`src/rtl/weight_row_loader.sv`:
```
// Weight row loader: reads an N x N row-major weight matrix out of a BRAM
// read port and hands it to the systolic array one packed row at a time
// over a valid/ready handshake.
module weight_row_loader #(
  parameter int N      = 4,
  parameter int DATA_W = 8,
  parameter int ADDR_W = 4,
  parameter int DEPTH  = 16
) (
  input  logic                   clk,
  input  logic                   reset_n,
  input  logic                   start,
  input  logic [ADDR_W-1:0]      base_addr,
  output logic                   busy,
  output logic                   done,
  output logic [ADDR_W-1:0]      bram_address,
  output logic                   bram_chipselect,
  output logic                   bram_clken,
  output logic                   bram_write,
  input  logic [31:0]            bram_readdata,
  output logic [N*DATA_W-1:0]    row_data,
  output logic                   row_valid,
  input  logic                   row_ready,
  output logic [$clog2(N)-1:0]   row_index,
  output logic                   last_row
);

  localparam int IDX_W = $clog2(N);

  typedef enum logic [2:0] {
    S_IDLE,
    S_READ,
    S_CAPT,
    S_OUT,
    S_DONE
  } state_t;

  state_t              state_q, state_d;
  logic [ADDR_W-1:0]   base_q;
  logic [IDX_W-1:0]    row_q;
  logic [IDX_W-1:0]    col_q;
  logic [N*DATA_W-1:0] row_data_q;
  logic                last_col;
  logic                is_last_row;
  logic                unused_upper;

  assign last_col    = (col_q == IDX_W'(N-1));
  assign is_last_row = (row_q == IDX_W'(N-1));

  // Only the low DATA_W bits of each BRAM word carry a weight.
  assign unused_upper = ^bram_readdata[31:DATA_W];

  // Next-state logic for the load sequence.
  always_comb begin
    // NOTE: default first so every path assigns state_d and no latch is inferred.
    state_d = state_q;
    unique case (state_q)
      S_IDLE: if (start)     state_d = S_READ;
      S_READ: if (last_col)  state_d = S_CAPT;
      S_CAPT:                state_d = S_OUT;
      S_OUT:  if (row_ready) state_d = is_last_row ? S_DONE : S_READ;
      S_DONE:                state_d = S_IDLE;
      default:               state_d = S_IDLE;
    endcase
  end

  // State register; reset aborts any load in progress.
  always_ff @(posedge clk or negedge reset_n) begin
    // NOTE: non-blocking assignments so every flop samples pre-edge values.
    if (!reset_n) state_q <= S_IDLE;
    else          state_q <= state_d;
  end

  // Base latch, row/column counters and row assembly.
  always_ff @(posedge clk or negedge reset_n) begin
    if (!reset_n) begin
      base_q     <= '0;
      row_q      <= '0;
      col_q      <= '0;
      // NOTE: the row buffer is reset so a partial row never leaks out after an abort.
      row_data_q <= '0;
    end else begin
      unique case (state_q)
        S_IDLE: begin
          if (start) begin
            base_q <= base_addr;
            row_q  <= '0;
            col_q  <= '0;
          end
        end
        S_READ: begin
          col_q <= last_col ? '0 : col_q + 1'b1;
          // Read data lags the address by one cycle, so column k-1 lands now.
          if (col_q != '0)
            row_data_q[(32'(col_q) - 32'd1)*DATA_W +: DATA_W] <= bram_readdata[DATA_W-1:0];
        end
        S_CAPT: begin
          row_data_q[(N-1)*DATA_W +: DATA_W] <= bram_readdata[DATA_W-1:0];
        end
        S_OUT: begin
          if (row_ready && !is_last_row) row_q <= row_q + 1'b1;
        end
        default: ;
      endcase
    end
  end

  // Element address (base + r*N + c) wraps modulo the BRAM depth.
  assign bram_address    = (state_q == S_READ)
                         ? ADDR_W'((32'(base_q) + 32'(row_q) * 32'(N) + 32'(col_q)) % 32'(DEPTH))
                         : '0;
  assign bram_chipselect = (state_q == S_READ);
  assign bram_clken      = 1'b1;
  assign bram_write      = 1'b0;

  assign busy      = (state_q != S_IDLE);
  assign done      = (state_q == S_DONE);
  assign row_valid = (state_q == S_OUT);
  assign last_row  = (state_q == S_OUT) && is_last_row;
  assign row_data  = row_data_q;
  assign row_index = row_q;

endmodule

```
`config.mk`:
```
export PLATFORM = sky130hd
export DESIGN_NAME = weight_row_loader
export DESIGN_NICKNAME = d
export VERILOG_FILES = /design/src/rtl/weight_row_loader.sv
export SDC_FILE = /design/constraint.sdc
export NUM_CORES = 1
export LEC_CHECK = 0
export CAP_MARGIN = 5
export CORE_MARGIN = 1.5
export CORE_UTILIZATION = 30
export DETAILED_ROUTE_END_ITERATION = 8
export PLACE_DENSITY_LB_ADDON = 0.08
export SLEW_MARGIN = 20
export SYNTH_ARGS = -nofsm -noshare
export SYNTH_HDL_FRONTEND = slang
export SYNTH_SLANG_ARGS = --single-unit
export TNS_END_PERCENT = 100
```
`constraint.sdc`:
```
create_clock -name clk -period 2 [get_ports clk]
set_input_delay 0.4 -clock clk [delete_from_list [all_inputs] [get_ports clk]]
set_output_delay 0.4 -clock clk [all_outputs]
set_load 0.02 [all_outputs]
```
Yosys cells after proc, flatten, opt, wreduce, memory -nomap -nowiden:

Cells that the tools add are included.

* equality and inequality tests: 11
* shifts and indexed selects: 2
* reduce and logical (&&, ||, !) cells: 15
* muxes and demuxes: 14
* add/sub/neg operators: 6

Operators with widths (number)
* $neg 32->34: 1
* $shift 8x34->32 const A: 1
* $shiftx 8x34->32: 1
* $bwmux 32: 1
* $mux 32: 1
* $pmux 8 s2: 1
* $mux 3: 4
* $pmux 3 s4: 1
* $ne 2x1->1 const B: 4
* $pmux 2 s2: 2
* $reduce_and 2->1: 4
* $reduce_bool 2->1: 4
* $eq 3x2->1 const B: 2
* $mux 2: 3
* $reduce_and 3->1: 2
* $add 2x1->2 const B: 2
* $add 4x2->4: 1
* $add 4x4->4: 1
* $eq 2x2->1 const B: 2
* $mux 4: 1
* $eq 3x1->1 const B: 1
* $eq 3x3->1 const B: 1
* $logic_not 3->1: 1
* $reduce_bool 3->1: 1
* other kinds (4): 5

* output and inout port bits: 45
* flip-flop bits (word level): 43
* word-level logic and storage cells: 54
* bits of input ports: 40

Longest topological paths before layout:

Gate-level depths: netlist (run 1).

* depth in word-level cells: 6
* gate-level depth with buffers: 7
* mapped depth without buffers: 6

Least setup slack after synthesis (run 1):

Ideal clock, no wire load.

* path type: flip-flop to flip-flop
* from: register col_q[0]
* to: register row_data_q[16] (netlist: row_data[16])
* data required time: 1.933 ns
* path buffers: 0
* setup slack: -0.100 ns
* period minus slack after synthesis: 2.100 ns
* arrival time: 2.033 ns
* setup time: 0.067 ns
* stages on the path, launching flop included: 7
* path through: dfrtp_1 > inv_1 > ha_1 > nor4b_4 > nand2_2 > nor4b_4 > a22o_1

* cells in the longest elaborated chain, start to end: 4
* elaborated cells between the ends (all ways): 7
* classes of those cells: add/sub: 2; shift: 2; mux: 1; reduce/logical: 2

RTL lines
* start, declared: RTL line 41 `logic [IDX_W-1:0] col_q;`
* start signal, assigned: RTL line 92 `col_q <= last_col ? '0 : col_q + 1'b1;`
* $sub 2x1->3: RTL line 95 `row_data_q[(32'(col_q) - 32'd1)*DATA_W +: DATA_W] <= bram_readdata[DATA_W-1:0];`
* $neg 32->34: RTL line 95
* $shiftx 8x34->32 or $shift 8x34->32 (tied branches): RTL line 95
* $bwmux 32: RTL line 95
* end signal, assigned by index: RTL line 95
* end signal, assigned by index: RTL line 98 `row_data_q[(N-1)*DATA_W +: DATA_W] <= bram_readdata[DATA_W-1:0];`
* end, declared: RTL line 42 `logic [N*DATA_W-1:0] row_data_q;`

Several ways; a longest one is shown, not always the timed one.
A chain may end at the register's enable or synchronous reset.

Final worst setup path (run 1):

* from: register col_q[0]
* to: output port bram_address[1]

* cells in the longest elaborated chain, start to end: 2

RTL lines
* $add 4x2->4: RTL line 110 `? ADDR_W'((32'(base_q) + 32'(row_q) * 32'(N) + 32'(col_q)) % 32'(DEPTH))`
* $mux 4: RTL line 110
* end, declared: RTL line 16 `output logic [ADDR_W-1:0] bram_address,`

No other way between the ends.

==> results.tsv, run 1 <==
metric	value	unit
CORE AREA	6907	um2
GR peak layer	met2	
H-tree depth	2	
final WL	5668	um
number of global-route vias before repair	1714	
Inserted Clock Buffers	5	
die height	88.17	um
chip width	88.17	um
CP Capture Type	output port	
syn_nets	238	
post-synthesis instance total	186	
Worst path slowest cell	fa_2	
clock latency on the worst-skew pair	300	ps
Initial Util	31.50	%
power share of the clock group	9.3	%
clk buf depth	2	
routing usage on met2	22.28	%
PD cells	1796	nW/um2
Final period util	103.4	%
Diodes inserted	0	
Layout area overhead	55.32	%
Internal	3.582	mW
largest fanout on the critical path	2	
FP Rows	30	
root buffer cell	clkbuf_8	
Routed Antenna Nets	0	
synthesized flop and latch total	43	
CP max stage delay	520	ps
DR vias	1786	
Final Slew Violations	0	
switching portion of total power	40.99	%
RSZ-0062 raised after global routing	true	
Comb power frac	65.8	%
DRC	0	
register area share after synthesis	49.45	%
First-pass DRT Iterations	4	
Final Hold Vio Count	0	
Worst EP required	1600	ps
pre-CTS setup slack	-236.6	ps
routed len/inst	14.88	um
Critical Path AT	1670	ps
first-pass GRT wire length	8901	um
clk_skew	9.769	ps
clock transition at the registers of the reported paths	90	ps
fin crit period	2067	ps
Power, Total	6.071	mW
grt met1 use	22.05	%
total congestion overflow	0	
sequential share of power	24.8	%
setup violators final	2	
P_sw	2.489	mW
GPL Wtd Cong	0.7579	
CTS tree	built	
worst vdd ir	0.9752	mV
Synthesis Warnings	0	
Max Clk Rate	483.8	MHz
Yosys cell types	34	
Global Route Usage Sum	15.11	%
mean number of vias per cell	4.688	
met3 global-route usage	3.393	%
clock sinks	43	
Pleak	1.525	nW
I/O pin total	85	
share of cells above drive strength 1	30.88	%
IO Port Bufs	58	
max cap viols	0	
status	finished with violations	
largest net degree at the start of global routing	22	
setup ws final	-67.14	ps
CP cell instances	ha_4, fa_2, and2_4, buf_6	
final net count	336	
synthesized area per cell	11.70	um2
Setup CP Type	register to output port	
startpoint types	register	
Detailed Place HPWL	3997	um
violated checks	negative setup slack	
initial antenna violation count	0	
worst min-delay path class	input pin to async pin	
initial drt markers	77	
die area	7773	um2
Synth Cell Area	2176	um2
==> cell usage after synthesis <==
master	number	share of area [%]
dfrtp_1	43	49
a22o_1	25	10
inv_1	13	2.2
ha_1	11	6.3
nand2_1	10	1.7
nand2b_1	10	2.9
a221o_1	8	3.7
nor2_1	8	1.4
o32ai_1	8	3.2
a21oi_1	4	0.92
mux2_2	4	2.1
xnor2_1	4	1.6
and2_1	3	0.86
buf_4	3	1.0
clkbuf_1	3	0.52
nand2_2	3	0.86
nor3b_1	3	1.0
o21ai_0	3	0.69
buf_2	2	0.46
conb_1	2	0.35
nor4b_4	2	2.2
o21a_1	2	0.69
a21o_1	1	0.35
and3_1	1	0.29
fa_1	1	0.92
nand4_1	1	0.29
nor2b_1	1	0.29
nor3_4	1	0.75
nor3b_4	1	0.86
nor4_1	1	0.29
nor4b_1	1	0.40
nor4b_2	1	0.69
o22ai_1	1	0.29
o31ai_1	1	0.35
==> power groups by stage <==
| stage | logic [mW] | registers [mW] | clock network [mW] |
|---|---|---|---|
| after global placement | 3.54 | 1.51 | 0 |
| after floorplan | 1.66 | 1.86 | 0 |
| final | 4.00 | 1.51 | 0.567 |
| after detailed placement | 3.56 | 1.51 | 0 |
| after global routing | 4.32 | 1.56 | 0.625 |
| after CTS | 3.65 | 1.51 | 0.594 |
==> final timing paths <==
path,startpoint,endpoint,slack (ps),depth (start not counted)
max,col_q[0],bram_address[1],-70,4
max in group asynchronous,reset_n,state_q[2],1520,2
min in group clk,row_data[2],row_data[2],510,1
min reg2reg,row_data[2],row_data[2],510,1
min,reset_n,row_data[1],10,1
max reg2reg,col_q[0],row_data[4],100,10
==> cell usage in the layout (no fill, tap or decap), drive strengths merged <==
cell type      instances
o31ai                  1
dfrtp                 43
nor2                   8
a21o                   1
nor4b                  4
nand2                 13
clkinv                 2
nand2b                10
nand4                  1
dlygate4sd2            1
nor2b                  1
inv                   13
and3                   1
o22ai                  1
nor3b                  4
a21oi                  4
dlymetal6s2s           1
and2                   3
fa                     1
clkinvlp               1
o32ai                  8
nor4                   1
o21a                   2
a221o                  8
ha                    11
xnor2                  4
buf                   45
clkdlybuf4s50         48
a22o                  25
o21ai                  3
clkdlybuf4s15          3
nor3                   1
mux2                   4
clkbuf                 6
conb                   2
==> critical path: cells and delay by family, from the launching register on <==
family | cells | cell delay (ps)
fa+ha+maj | 2 | 690
buf+inv | 1 | 110
flops | 1 | 440
simple gates | 1 | 130
==> area by class of cell <==
type,instances,area (um2)
fillers,693,3527
clock buffers,5,68.82
multi-input cells,122,1122
clock inverters,3,25.02
well taps,96,120.1
flip-flops and latches,43,1077
repair buffers,99,917.1
inverters,13,48.80
==> stage by stage <==
| stage | cells | hold slack (ps) | instance area (um2) | util (%) | setup TNS [ps] |
|---|---|---|---|---|---|
| after floorplan | 186 | 104.4 | 2182 | - | 0 |
| after global placement | 362 | 348.1 | 3084 | 44.66 | -868.1 |
| after detailed placement | 362 | 349.3 | 3084 | 44.66 | -1237 |
| after CTS | 372 | 20.03 | 3209 | 46.47 | -876.7 |
| after global routing | 381 | 39.40 | 3379 | 48.93 | -305.4 |
| final | 381 | 10.73 | 3379 | 48.93 | -112.4 |
==> sequential cells by signal, indices dropped and copies added (netlist names) <==
signal     count
state_q        3
row_data      32
row_index      2
col_q          2
base_q         4
==> kinds of logic after synthesis <==
logic type	count (synthesis)	share of synthesized area, %
AND/OR/NAND/NOR	47	14.78
adder cells (fa/ha/maj)	12	7.245
flip-flops	43	49.45
other	2	0.3452
buffers and inverters	21	4.255
XOR/XNOR	4	1.610
AO/OA/AOI/OAI	53	20.24
multiplexers	4	2.070
==> metal layers <==
layer,vias to the layer above,part of all wire (%)
met5,-,0
met4,0,1.1
met3,6,3.7
met2,39,44
met1,864,51
li1,877,-
==> repair_timing <==
action	CTS	global route
hold buffers	0	0
gates cloned	0	0
gates resized for setup	29	24
pin swaps	2	4
setup buffers	2	9
setup endpoints to repair	26	40
Note: power is estimated with default switching activity, not from simulation.
==> run 2, diff against run 1 <==
--- a/config.mk
+++ b/config.mk
@@ -6,10 +6,14 @@
 export NUM_CORES = 1
 export LEC_CHECK = 0
 export CAP_MARGIN = 5
+export CELL_PAD_IN_SITES_DETAIL_PLACEMENT = 0
+export CELL_PAD_IN_SITES_GLOBAL_PLACEMENT = 2
 export CORE_MARGIN = 1.5
 export CORE_UTILIZATION = 30
 export DETAILED_ROUTE_END_ITERATION = 8
+export DONT_BUFFER_PORTS = 1
 export PLACE_DENSITY_LB_ADDON = 0.08
+export SKIP_LAST_GASP = 1
 export SLEW_MARGIN = 20
 export SYNTH_ARGS = -nofsm -noshare
 export SYNTH_HDL_FRONTEND = slang
==> results.tsv, run 2 (synthesized netlist as in run 1, its figures left out) <==
metric	value	unit
max cap viols	0	
Layout area overhead	28.52	%
Routed Antenna Nets	0	
WHS	227.1	ps
final WL	5581	um
Worst path slowest cell	dfrtp_1	
Max Clk Rate	496.6	MHz
worst vdd ir	0.8125	mV
clock latency on the worst-skew pair	300	ps
largest net degree at the start of global routing	44	
sequential share of power	35.3	%
I/O pin total	85	
Diodes inserted	0	
clock transition at the registers of the reported paths	90	ps
first-pass GRT wire length	8514	um
Largest register FFs	32	
largest fanout on the critical path	2	
CORE AREA	6907	um2
First-pass DRT Iterations	4	
switching portion of total power	43.08	%
grt met1 use	16.00	%
FP Rows	30	
H-tree depth	2	
clock sinks	43	
setup violators final	2	
Final Hold Vio Count	0	
Post-Layout Cell Count	314	
die height	88.17	um
initial drt markers	56	
CTS tree	built	
P_sw	2.339	mW
violated checks	negative setup slack	
routing usage on met2	27.06	%
Final Slew Violations	0	
IO Port Bufs	0	
fin crit period	2014	ps
CP Capture Type	output port	
leading cell type in the layout, fill and taps excluded	dfrtp_1	
Final period util	100.7	%
total negative slack	-19.18	ps
GPL Wtd Cong	0.8466	
Pleak	1.269	nW
power share of the clock group	14.9	%
Inserted Clock Buffers	5	
GR peak layer	met2	
Comb power frac	49.8	%
RSZ-0062 raised after global routing	true	
Fillers	690	
clk buf depth	2	
delay-heaviest family, CP	flip-flops	
Critical path buffers and inverters	1	
DR vias	1627	
placed cell count	298	
CP max stage delay	430	ps
routed len/inst	17.77	um
chip width	88.17	um
DRC	0	
Detailed Place HPWL	3976	um
clk_skew	8.429	ps
CP cell instances	ha_4, a21o_1, a21oi_2, xnor2_1, nor2_1, buf_4	
Worst EP required	1600	ps
share of cells above drive strength 1	33.94	%
setup ws final	-13.69	ps
status	finished with violations	
number of global-route vias before repair	1681	
final net count	269	
Setup CP Type	register to output port	
met3 global-route usage	4.713	%
total congestion overflow	0	
startpoint types	register	
mean number of vias per cell	5.182	
Global Route Usage Sum	14.71	%
initial antenna violation count	0	
root buffer cell	clkbuf_8	
Critical Path AT	1610	ps
worst min-delay path class	input pin to register	
PD cells	1941	nW/um2
commonest non-fill, non-tap cells in the layout	dfrtp_1, buf_4, a22o_1, inv_1	
die area	7773	um2
Internal	3.090	mW
Initial Util	31.50	%
[run 2: repair_timing]
item                                    4_1_cts  5_1_grt
hold endpoints to repair                     43        0
buffers inserted                              5        1
gates cloned                                  0        0
pin swaps                                     7        5
endpoints found under the setup margin       17       34
resized for setup                            13       13
hold buffers                                  2        0
[run 2: per-stage QoR]
step	area [um2]	utilization [%]	total power, mW	setup WS (ps)
after floorplan	2182	-	3.518	19.11
after global placement	2439	35.31	4.172	-15.46
after detailed placement	2439	35.31	4.256	-55.80
after CTS	2703	39.13	5.327	-46.47
after global routing	2796	40.49	5.805	-110.4
final	2796	40.49	5.429	-13.69
[run 2: worst paths after layout]
path	startpoint	end	slack [ps]	cells after the start
min in group asynchronous	reset_n	row_data[1]	600	2
worst min-delay path	bram_readdata[1]	row_data[1]	230	1
worst min register to register	base_q[2]	base_q[2]	520	1
max in group asynchronous	reset_n	state_q[2]	1180	2
worst max-delay path	base_q[1]	bram_address[3]	-10	6
worst max register to register	col_q[0]	row_data[26]	80	9
[run 2: per-layer routing]
layer,part of all wire (%),vias up
li1,-,740
met1,38,827
met2,54,52
met3,6.4,8
met4,1.1,0
met5,0,-
[run 2: power by group through the flow]
stage	combinational (mW)	sequential, mW	clock (mW)
after detailed placement	2.32	1.94	0
final	2.71	1.92	0.807
after global routing	2.96	1.97	0.879
after CTS	2.57	1.93	0.833
after global placement	2.25	1.93	0
after floorplan	1.66	1.86	0
[run 2: cell type report]
type	instances	area, um2	share of cell area (%)
inverters	13	48.80	1.745
well taps	96	120.1	4.295
flip-flops and latches	43	1080	38.61
repair buffers	32	286.5	10.25
multi-input cells	122	1129	40.36
clock inverters	2	60.06	2.148
clock buffers	6	72.57	2.595
==> run 3, diff against run 2 <==
--- a/config.mk
+++ b/config.mk
@@ -12,6 +12,7 @@
 export CORE_UTILIZATION = 30
 export DETAILED_ROUTE_END_ITERATION = 8
 export DONT_BUFFER_PORTS = 1
+export HOLD_SLACK_MARGIN = 0.08
 export PLACE_DENSITY_LB_ADDON = 0.08
 export SKIP_LAST_GASP = 1
 export SLEW_MARGIN = 20
==> results of run 3 <==
The final DEF is identical to that of run 2; final timing and power are the same.
==> patch, RTL diff (flow settings as in run 1) <==
Set the parameter `DATA_W` to 10 (it was 8).
--- a/src/rtl/weight_row_loader.sv
+++ b/src/rtl/weight_row_loader.sv
@@ -3,7 +3,7 @@
 // over a valid/ready handshake.
 module weight_row_loader #(
   parameter int N      = 4,
-  parameter int DATA_W = 8,
+  parameter int DATA_W = 10,
   parameter int ADDR_W = 4,
   parameter int DEPTH  = 16
 ) (
Interface: changed (resized row_data); port bits go from 85 to 93. No check against the original RTL was run, so the function may have changed too.
==> patch against run 1 <==
The flow still finishes with violations (setup timing). Final cell count up 44%. Total power rose by 39%. Critical path depth rose by 2. Design area grew 34%. Combinational power up 51%. Wire length is 52% higher. Sequential cell count is 8 higher. Setup slack worse by 0.020 ns. Hold slack better by 0.46 ns. Synthesized cell count up 63%. Register-to-register slack got worse by 0.06 ns. Area after synthesis grew 32%.
==> patch: results (changes against run 1) <==
Clocking:
- The maximum level of the CTS H-tree is 2 (unchanged).
- The count of cells resized by post-cts repair is 37 (was 29).
- The cts-stage hold buffer count came to 1 (was 0).

Pwr:
- The static power due to leakage is 1.97 nW (was 1.52 nW).
- The maximum vdd ir drop is 916 uV (was 975 uV).

Route:
- The total wire length after detailed routing came to 8.64 mm (was 5.67 mm).
- The vias per cell was 4.86 (was 4.69).
- The DRC marker count from the first detailed-route iteration is 135 (was 77).

Global routing:
- The maximum number of pins on one net before global-route repair is 26 (was 22).
- The global-route wire length before repair came to 13.8 mm (was 8.90 mm).
- The total global routing track utilization is 17.6% (was 15.1%).
- The via count of the first global-routing pass came to 2618 (was 1714).

Setup path:
- The worst-path maximum fanout is 3 (was 2).
- The setup slack on the worst flop-to-flop path is 0.04 ns (was 0.10 ns).
- The critical path arrival is 1.69 ns (was 1.67 ns).
- The highest-delay cell along the critical path is sky130_fd_sc_hd__dfrtp_2 (was sky130_fd_sc_hd__fa_2).
- The maximum cell stage delay along the critical path came to 0.44 ns (was 0.52 ns).

Placed design:
- The number of buffers added on ports is 68 (was 58).
- The final weighted congestion in routability-driven placement is 0.805 (was 0.758).
- The worst setup slack after placement is -0.214 ns (was -0.237 ns).
- The placed instance count came to 532 (was 362).
- The post-detailed-placement half-perimeter wirelength is 6.44 mm (was 4.00 mm).

Synthesis:
- The xor/xnor cell area share of the yosys netlist is 1.22% (was 1.61%).
- The average size of a mapped cell is 9.44 um2 (was 11.7 um2).
- The share of the synthesized area in compound gates (AO/OA/AOI/OAI) was 19.0% (was 20.2%).
- The sequential fraction of the synthesis area came to 44.5% (was 49.5%).
- The total nets after synthesis was 358 (was 238).
- The portion of netlist area occupied by mux cells was 4.49% (was 2.07%).
- Largest cells by area after synthesis: sky130_fd_sc_hd__dfrtp_1, sky130_fd_sc_hd__ha_1, sky130_fd_sc_hd__nand2_1 (was sky130_fd_sc_hd__dfrtp_1, sky130_fd_sc_hd__a22o_1, sky130_fd_sc_hd__ha_1).
- Leading post-synthesis cells by instance count: sky130_fd_sc_hd__dfrtp_1, sky130_fd_sc_hd__nand2_1, sky130_fd_sc_hd__o21ai_0, sky130_fd_sc_hd__a21oi_1, sky130_fd_sc_hd__nor2_1 (was sky130_fd_sc_hd__dfrtp_1, sky130_fd_sc_hd__a22o_1, sky130_fd_sc_hd__inv_1, sky130_fd_sc_hd__ha_1).
- The number of library cell types mapped by synthesis is 47 (was 34).
- The fraction of the mapped netlist area in adder cells was 6.36% (was 7.25%).

STA:
- The post-route clock skew was 0.00733 ns (was 0.00977 ns).
- The worst path setup slack after routing was -0.0872 ns (was -0.0671 ns).
- The final number of setup-violating endpoints is 3 (was 2).

Final layout:
- The final cell count without fillers is 548 (was 381).
- The filler cell count is 894 (was 693).
- The net count reported at finish is 472 (was 336).
- The fraction of final layout cells sized beyond drive strength 1 came to 32.7% (was 30.9%).
- The number of flip-flops in the largest register is 40 (was 32).

Status:
- Violations in the final reports: setup timing (unchanged).
- Status: finished, violations left (unchanged).
[patch: final timing paths]
| check | cells after the start | to | startpoint |
|---|---|---|---|
| min in group clk | 2 | row_data[15]$_DFFE_PN0P_ | row_data[15]$_DFFE_PN0P_ |
| max in group asynchronous | 3 | col_q[1]$_DFFE_PN0P_ | reset_n |
| max reg2reg | 8 | row_data[39]$_DFFE_PN0P_ | col_q[1]$_DFFE_PN0P_ |
| min reg2reg | 2 | row_data[15]$_DFFE_PN0P_ | row_data[15]$_DFFE_PN0P_ |
| max | 6 | bram_address[3] | col_q[1]$_DFFE_PN0P_ |
| min | 2 | row_data[17]$_DFFE_PN0P_ | reset_n |
[patch: final cells by class]
| type | count | area share [%] |
|---|---|---|
| timing repair buffer | 126 | 25.9 |
| multi-input combinational | 223 | 38.8 |
| clock buffer | 7 | 1.68 |
| inverter | 11 | 1.19 |
| tap | 129 | 3.56 |
| clock inverter | 1 | 0.662 |
| sequential | 51 | 28.2 |
[patch: where the power goes]
group          leakage (nW)  switching [W]  internal [W]
sequential            0.665       0.000260       0.00144
clock                0.0524       0.000358      0.000375
combinational          1.25        0.00310       0.00292
total                  1.97        0.00372       0.00473
[patch: metal layers]
metal	global-route usage, %	wire length (um)
met1	23.9	4020
met2	29.5	4220
met3	2.50	308
met4	4.55	85
met5	0	0
[patch: metrics by stage]
stage	instance area (um2)	util, %	setup TNS, ns	hold WS (ns)	power [W]
after CTS	4330	46.8	-0.240	0.490	0.00795
after detailed placement	4100	44.3	-5.00	0.288	0.00693
final	4540	49.1	-0.216	0.476	0.00845
after global routing	4540	49.1	-1.01	0.509	0.00903
after global placement	4100	44.3	-4.09	0.285	0.00691
after floorplan	2990	-	-0.155	0.104	0.00469
